### config.mk
export PLATFORM = sky130hd
export DESIGN_NAME = status_cam_search
export DESIGN_NICKNAME = d
export VERILOG_FILES = /design/src/rtl/status_cam_search.sv
export SDC_FILE = /design/constraint.sdc
export NUM_CORES = 2
export LEC_CHECK = 0
export CAP_MARGIN = 10
export CORE_MARGIN = 2
export CORE_UTILIZATION = 30
export DETAILED_ROUTE_END_ITERATION = 10
export PLACE_DENSITY_LB_ADDON = 0.15
export SETUP_SLACK_MARGIN = 0.5
export SLEW_MARGIN = 20
export SYNTH_ARGS = -nofsm -noshare
export SYNTH_HDL_FRONTEND = slang
export SYNTH_SLANG_ARGS = --single-unit
### constraint.sdc
create_clock -name clk -period 4.94 [get_ports clk]
set_input_delay 1.482 -clock clk [delete_from_list [all_inputs] [get_ports clk]]
set_output_delay 1.482 -clock clk [all_outputs]
set_load 0.02 [all_outputs]
### src/rtl/status_cam_search.sv
// Writable status lookup table with a multi-lane, early-exit key search.
// Returns hit flag and lowest matching index over a valid/ready handshake.
module status_cam_search #(
  parameter  int DATA_W = 8,
  parameter  int DEPTH  = 256,
  parameter  int LANES  = 4,
  localparam int IDX_W  = (DEPTH > 1) ? $clog2(DEPTH) : 1
) (
  input  logic              clk,
  input  logic              reset_n,
  input  logic              wr_en,
  input  logic [IDX_W-1:0]  wr_idx,
  input  logic [DATA_W-1:0] wr_data,
  input  logic              clr_en,
  input  logic [IDX_W-1:0]  clr_idx,
  input  logic              req_valid,
  output logic              req_ready,
  input  logic [DATA_W-1:0] req_key,
  output logic              rsp_valid,
  input  logic              rsp_ready,
  output logic              rsp_hit,
  output logic [IDX_W-1:0]  rsp_idx,
  output logic              busy
);

  localparam int NCHUNK = DEPTH / LANES;
  localparam int CNT_W  = (NCHUNK > 1) ? $clog2(NCHUNK) : 1;
  localparam logic [CNT_W-1:0] LAST_CHUNK = CNT_W'(NCHUNK - 1);

  if ((LANES < 1) || (LANES > DEPTH) || ((DEPTH % LANES) != 0)) begin : g_cfg_err
    $error("status_cam_search: DEPTH must be a non-zero multiple of LANES");
  end

  typedef enum logic [1:0] {
    IDLE   = 2'd0,
    SEARCH = 2'd1,
    RESP   = 2'd2
  } state_t;

  state_t             state_q, state_d;
  logic [CNT_W-1:0]   chunk_q, chunk_d;
  logic [DATA_W-1:0]  key_q;
  logic [DATA_W-1:0]  mem_q [DEPTH];
  logic [DEPTH-1:0]   valid_q;
  logic               rsp_hit_q;
  logic [IDX_W-1:0]   rsp_idx_q;
  logic               hit_c;
  logic [IDX_W-1:0]   hit_idx_c;
  logic               load_rsp;
  logic               accept;

  function automatic logic [IDX_W-1:0] lane_idx(input logic [CNT_W-1:0] chunk, input int lane);
    return IDX_W'(int'(chunk) * LANES + lane);
  endfunction

  assign accept = (state_q == IDLE) && req_valid;

  // Table storage: data is never reset, only the valid bits are
  always_ff @(posedge clk) begin
    if (wr_en) mem_q[wr_idx] <= wr_data;
  end

  // Clear is applied after write so it wins on a same-index collision
  always_ff @(posedge clk or negedge reset_n) begin
    if (!reset_n) begin
      valid_q <= '0;
    end else begin
      if (wr_en)  valid_q[wr_idx]  <= 1'b1;
      if (clr_en) valid_q[clr_idx] <= 1'b0;
    end
  end

  always_ff @(posedge clk) begin
    if (accept) key_q <= req_key;
  end

  // Lane compare: walk high to low so the lowest matching lane ends up selected
  always_comb begin
    hit_c     = 1'b0;
    hit_idx_c = '0;
    for (int l = LANES - 1; l >= 0; l--) begin
      if (valid_q[lane_idx(chunk_q, l)] && (mem_q[lane_idx(chunk_q, l)] == key_q)) begin
        hit_c     = 1'b1;
        hit_idx_c = lane_idx(chunk_q, l);
      end
    end
  end

  always_comb begin
    state_d  = state_q;
    chunk_d  = chunk_q;
    load_rsp = 1'b0;
    unique case (state_q)
      IDLE: begin
        if (req_valid) begin
          state_d = SEARCH;
          chunk_d = '0;
        end
      end
      SEARCH: begin
        if (hit_c || (chunk_q == LAST_CHUNK)) begin
          state_d  = RESP;
          load_rsp = 1'b1;
        end else begin
          chunk_d = chunk_q + CNT_W'(1);
        end
      end
      RESP: begin
        if (rsp_ready) state_d = IDLE;
      end
      default: state_d = IDLE;
    endcase
  end

  always_ff @(posedge clk or negedge reset_n) begin
    if (!reset_n) begin
      state_q   <= IDLE;
      chunk_q   <= '0;
      rsp_hit_q <= 1'b0;
      rsp_idx_q <= '0;
    end else begin
      state_q <= state_d;
      chunk_q <= chunk_d;
      if (load_rsp) begin
        rsp_hit_q <= hit_c;
        rsp_idx_q <= hit_idx_c;
      end
    end
  end

  assign req_ready = (state_q == IDLE);
  assign rsp_valid = (state_q == RESP);
  assign busy      = (state_q != IDLE);
  assign rsp_hit   = rsp_hit_q;
  assign rsp_idx   = rsp_idx_q;

endmodule

# Word-level counts from Yosys, hierarchy flattened

Memories as Yosys holds them, arrays and structs flattened.
Cells that the tools add are included.

Add/subtract/negate cells: 4
Multipliers: 0
Div/mod/pow operators: 0
Magnitude comparators: 8
Equality and inequality tests: 11
Shifts and indexed selects: 0
Muxes and demuxes: 33
Bitwise operators: 3
Reduce and logical (&&, ||, !) cells: 13

Operators by type and width:

| cell                                                              | number |
|---|---|
| two-way mux 256 bit                                               | 2 |
| AND 256 bit                                                       | 1 |
| NOT 256 bit                                                       | 1 |
| OR 256 bit                                                        | 1 |
| less-than comparator 8 x 9 -> 1 bit, second input constant        | 6 |
| == test 8 bit                                                     | 4 |
| two-way mux 8 bit                                                 | 4 |
| binary-select mux 1 bit (select 8 bit)                            | 3 |
| adder 8 x 2 -> 8 bit, second input constant                       | 2 |
| demux 1 bit (select 8 bit)                                        | 2 |
| greater-or-equal comparator 8 x 1 -> 1 bit, second input constant | 2 |
| two-way mux 1 bit                                                 | 14 |
| two-way mux 6 bit                                                 | 2 |
| one-hot mux 6 bit (2 select lines)                                | 1 |
| adder 8 x 1 -> 8 bit, second input constant                       | 1 |
| logical AND 1 bit                                                 | 7 |
| adder 6 x 1 -> 6 bit, second input constant                       | 1 |
| binary-select mux 1 bit (select 6 bit)                            | 1 |
| == test 6 bit, second input constant                              | 1 |
| two-way mux 2 bit                                                 | 3 |
| != test 2 bit, second input constant                              | 3 |
| one-hot mux 2 bit (3 select lines)                                | 1 |
| AND reduction 3 bit                                               | 2 |
| nonzero test 2 bit                                                | 2 |
| 5 further kinds                                                   | 5 |

Register bits: 281
Bits in latches: 0
RAM bits: 2048
Bits in read-only memories: 0
Word-level logic and storage cells: 79
Memories: 1

Memory list:

| memory | words | bits a word | rd ports | clocked after Yosys merged registers in | write ports | line | text |
|---|---|---|---|---|---|---|---|
| mem_q  | 256   | 8           | 4        | 0                                       | 1           | 43   | `logic [DATA_W-1:0] mem_q [DEPTH];` |

# Logic depth before layout (Yosys ltp)

Depth in word-level cells: 11
Gate-level depth with buffers: 19
Depth with buffers taken out: 11

# Worst setup path after synthesis

No wires, ideal clock.

Kind: register -> register
Start: register chunk_q[0]
End: register rsp_idx_q[0], in the netlist rsp_idx[0]
Arrival: 3.622 ns
Required time: 4.815 ns
Setup slack: 1.193 ns
Cell stages (with the launch flop): 19
Path buffers: 7
Cell sequence: dfrtp_1 buf_6 buf_6 buf_6 buf_4 buf_4 buf_4 mux2i_1 o22ai_1 o21ai_0 nand4_1 o31a_1 o21ai_0 nor4_2 a41o_2 nor3_4 a21o_1 buf_6 mux2_4

Word-level cells in the longest chain between the ends: 11
Elaborated cells between the ends (all ways): 32
Those cells by class: 3 x add/sub; 5 x eq/ne; 18 x mux; 5 x reduce/logical; 1 x memory

RTL lines:

| element                                                                               | line | text |
|---|---|---|
| start: declaration                                                                    | 41   | `logic [CNT_W-1:0] chunk_q, chunk_d;` |
| start signal: assignment                                                              | 123  | `chunk_q <= chunk_d;` |
| adder 8 x 2 -> 8 bit                                                                  | 53   | `return IDX_W'(int'(chunk) * LANES + lane);` |
| memory (256 x 8 bit) / binary-select mux 1 bit (select 8 bit) (equally long branches) | --   |  |
| == test 8 bit / two-way mux 1 bit (equally long branches)                             | 82   | `if (valid_q[lane_idx(chunk_q, l)] && (mem_q[lane_idx(chunk_q, l)] == key_q)) begin` |
| logical AND 1 bit                                                                     | 82   |  |
| two-way mux 1 bit (4 in series)                                                       | 82   |  |
| logical OR 1 bit                                                                      | 101  | `if (hit_c \|\| (chunk_q == LAST_CHUNK)) begin` |
| two-way mux 1 bit                                                                     | 101  |  |
| two-way mux 1 bit                                                                     | 93   | `unique case (state_q)` |
| end signal: assignment                                                                | 126  | `rsp_idx_q <= hit_idx_c;` |
| end: declaration                                                                      | 46   | `logic [IDX_W-1:0] rsp_idx_q;` |

Parallel ways exist; a longest one is shown, timed or not. The select of a mux whose other input is x is not followed.
A chain may end at the register's enable or synchronous reset.

# Final worst setup path

Start: register chunk_q[0]
End: register chunk_q[0]

Word-level cells in the longest chain between the ends: 11
Elaborated cells between the ends (all ways): 31
Those cells by class: 4 x add/sub; 6 x eq/ne; 14 x mux; 6 x reduce/logical; 1 x memory

RTL lines:

| element                                                                               | line |
|---|---|
| adder 8 x 2 -> 8 bit                                                                  | 53 |
| memory (256 x 8 bit) / binary-select mux 1 bit (select 8 bit) (equally long branches) | -- |
| == test 8 bit / two-way mux 1 bit (equally long branches)                             | 82 |
| logical AND 1 bit                                                                     | 82 |
| two-way mux 1 bit (4 in series)                                                       | 82 |
| logical OR 1 bit                                                                      | 101 |
| != test 2 bit (no source line)                                                        | -- |
| AND reduction 3 bit (no source line)                                                  | -- |

Parallel ways exist; a longest one is shown, timed or not. The select of a mux whose other input is x is not followed.

==> impl_metrics.env <==
export IMPL_seqPwrFrac_pct=35.7
export IMPL_period_share_pct=91.2
export IMPL_finalHoldViolCount=0
export IMPL_pwr_share_clk_pct=32.4
export IMPL_status="finished clean"
export IMPL_routed_wl_um=356000
export IMPL_crit_fanout=7
export IMPL_grt_max_degree=113
export IMPL_avgSynthCellArea_um2=18.4
export IMPL_p_comb_share_pct=31.9
export IMPL_worstPathCellList="buf_6 -> buf_12 -> buf_12 -> mux4_2 -> mux4_2 -> a22oi_2 -> o21ai_4 -> xor2_1 -> or4_4 -> nor4_4 -> buf_4 -> a41o_4 -> nor3_4 -> buf_6 -> nand3_4 -> mux2i_4"
export IMPL_initial_utilization_pct=30.1
export IMPL_syn_inst=5038
export IMPL_dp_hpwl_um=235000
export IMPL_rsz0062_at_grt="yes"
export IMPL_drive_gt1_share_pct=27.3
export IMPL_cpLargestDelayFamily="multiplexers"
export IMPL_grt_pass1_vias=53515
export IMPL_p_switching_uw=20300
export IMPL_synth_top_family_by_area="multiplexers"
export IMPL_antenna_left=0
export IMPL_final_cell_mix="edfxtp_1, buf_4, nor2_1"
export IMPL_cts_buffers=273
export IMPL_h_tree_depth=5
export IMPL_slew_violations=0
export IMPL_grt_pass1_wl_um=478000
export IMPL_max_freq_mhz=222
export IMPL_post_place_ws_ns=-0.960
export IMPL_critPathKind="reg2reg"
export IMPL_worst_slack_ns=0.433
export IMPL_synthesis_area_um2=92900
export IMPL_final_util_pct=36.4
export IMPL_synth_seq_cells=2329
export IMPL_synth_compound_area_share_pct=4.62
export IMPL_cpPeakStageDelay_ns=0.52
export IMPL_final_common_cell="edfxtp_1"
export IMPL_synth_ff_type="edfxtp_1"
export IMPL_synth_mux_area_share_pct=15.1
export IMPL_p_int_uw=41400
export IMPL_grt_ovfl_total=0
export IMPL_areaGrowthSynthToFinish_pct=20.8
export IMPL_antenna_found_initial=27
export IMPL_synthSimpleGateAreaFrac_pct=4.27
export IMPL_grt_total_usage_pct=22.2
export IMPL_peakVddDrop_mv=0.359
export IMPL_rows=204
export IMPL_synth_edff_count=2056
export IMPL_powerDensity_nw_per_um2=550
export IMPL_yosysWarnings=0
export IMPL_insertion_delay_ns=0.87
export IMPL_dieWidth_um=561
export IMPL_holdCritPathClass="reg2reg"
export IMPL_swShare_pct=32.9
export IMPL_finalSetupTns_ns=0
export IMPL_wl_per_cell_um=35.3
export IMPL_cts_sinks=2329
export IMPL_cp_num_buf_inv=5
export IMPL_endpoint_kind="flip-flop"
export IMPL_syn_num_nets=5077
export IMPL_p_total_uw=61700
export IMPL_fillers=28749
export IMPL_synth_cell_type_count=85
export IMPL_synthAdderAreaFrac_pct=0.0135
export IMPL_max_cap_violations=0
export IMPL_nets=5780
export IMPL_multiInputGateArea_um2=23000
export IMPL_drc_errors=0
export IMPL_cp_start_kind="flip-flop"
export IMPL_regArea_um2=68600
export IMPL_ctsHoldBuffers=0
export IMPL_initialDrtViolationCount=6314
export IMPL_port_buffer_count=49
export IMPL_cts_buffer_depth=4
export IMPL_fin_crit_ns=4.51
export IMPL_critical_path_arrival_ns=5.25
export IMPL_tightest_slew_ns=1.19
export IMPL_dieArea_um2=314000
export IMPL_coreArea_um2=309000
export IMPL_relSlewSlack_pct=20.3
export IMPL_viasPerCell=5.39
export IMPL_skew_ns=0.0736
export IMPL_stdcell_area_um2=112000
export IMPL_p_leak_uw=0.0381
export IMPL_via_count=54350
export IMPL_first_pass_iters=5
export IMPL_cp_required_ns=5.68
export IMPL_path_clk_slew_ns=0.06
export IMPL_async_reset_ff_share_pct=11.7
export IMPL_ios=50
export IMPL_cts_tree="built"
export IMPL_die_h_um=561
export IMPL_setup_viol=0
export IMPL_cts_root_buf="clkbuf_16"
export IMPL_yosysSeqAreaShare_pct=73.8
export IMPL_synth_xor_area_share_pct=0.330
export IMPL_placed_area_um2=102000
export IMPL_gp_congestion=0.887
export IMPL_slowest_stage="mux4_2"
repair_timing:
| item | CTS | global route |
|---|---|---|
| buffers inserted | 27 | 12 |
| endpoints found under the setup margin | 17 | 16 |
| resized for setup | 72 | 35 |
| pin swaps | 8 | 2 |
| cloned | 7 | 3 |
sequential cells by signal, summed over array words and instances (netlist names):
name,count
mem_q,2048
valid_q,256
key_q,8
rsp_idx,8
chunk_q,6
state_q,2
rsp_hit,1
cell families after synthesis:
logic type                 Yosys count
and+or+nand+nor                    902
muxes                              823
adders and majority gates            1
DFF                               2329
xor gates and xnor gates            35
AOI/OAI and AO/OA                  630
buffers and inverters              318
per-layer routing:
metal,wire (um),track usage [%],vias up
met5,64,0,-
met4,15700,8.38,10
met3,23700,3.47,572
met2,166000,35.3,2388
met1,151000,30.5,29593
li1,-,-,21787
final timing paths:
| path | start | endpoint | slack [ns] | cells after the start |
|---|---|---|---|---|
| min in group asynchronous | reset_n | rsp_idx[2] | 0.61 | 1 |
| max | chunk_q[0] | chunk_q[0] | 0.43 | 16 |
| min reg2reg | valid_q[222] | valid_q[222] | 0.48 | 1 |
| max reg2reg | chunk_q[0] | chunk_q[0] | 0.43 | 16 |
| max in group asynchronous | reset_n | valid_q[153] | 3.13 | 2 |
| min | valid_q[222] | valid_q[222] | 0.48 | 1 |
worst reg2reg max path, delay by kind of cell, from the launching register on:
family	cells	cell delay (ns)
buffers and inverters	5	0.78
DFF	1	0.50
and+or+nand+nor	4	1.08
xor gates and xnor gates	1	0.15
muxes	3	1.38
AOI/OAI and AO/OA	3	0.51
cell usage after synthesis, types with 59 or more instances:
master	instances	area [um2]
o22a_1	79	692
buf_4	59	443
nand2_1	147	552
mux4_2	430	9680
buf_2	81	405
clkbuf_1	115	432
nor2_1	501	1880
a21oi_1	213	1070
nand3_1	80	400
a22oi_1	132	991
edfxtp_1	2056	61700
mux2i_1	346	3460
dfrtp_1	273	6830
layout make-up:
class	instances	area share (%)
Multi-Input combinational cell	2391	20.4
Clock buffer	367	6.58
Inverter	12	0.0434
Clock inverter	121	1.17
Sequential cell	2329	61.1
Tap cell	4120	4.59
Timing Repair Buffer	734	6.06
Antenna cell	12	0.0267
power groups by stage:
stage	Combinational, uW	Clock [uW]	Sequential (uW)
after floorplan	10300	0	22200
after global placement	18400	0	22500
after detailed placement	18400	0	22500
after CTS	19400	20400	22000
after global routing	20400	21100	22100
final	19700	20000	22000
per-stage QoR:
stage               cells  hold WS (ns)
floorplan            5038         0.455
global placement     9537         0.466
detailed placement   9537         0.472
CTS                 10059         0.485
global route        10077         0.494
finish              10086         0.483
(Power assumes the default switching activity.)
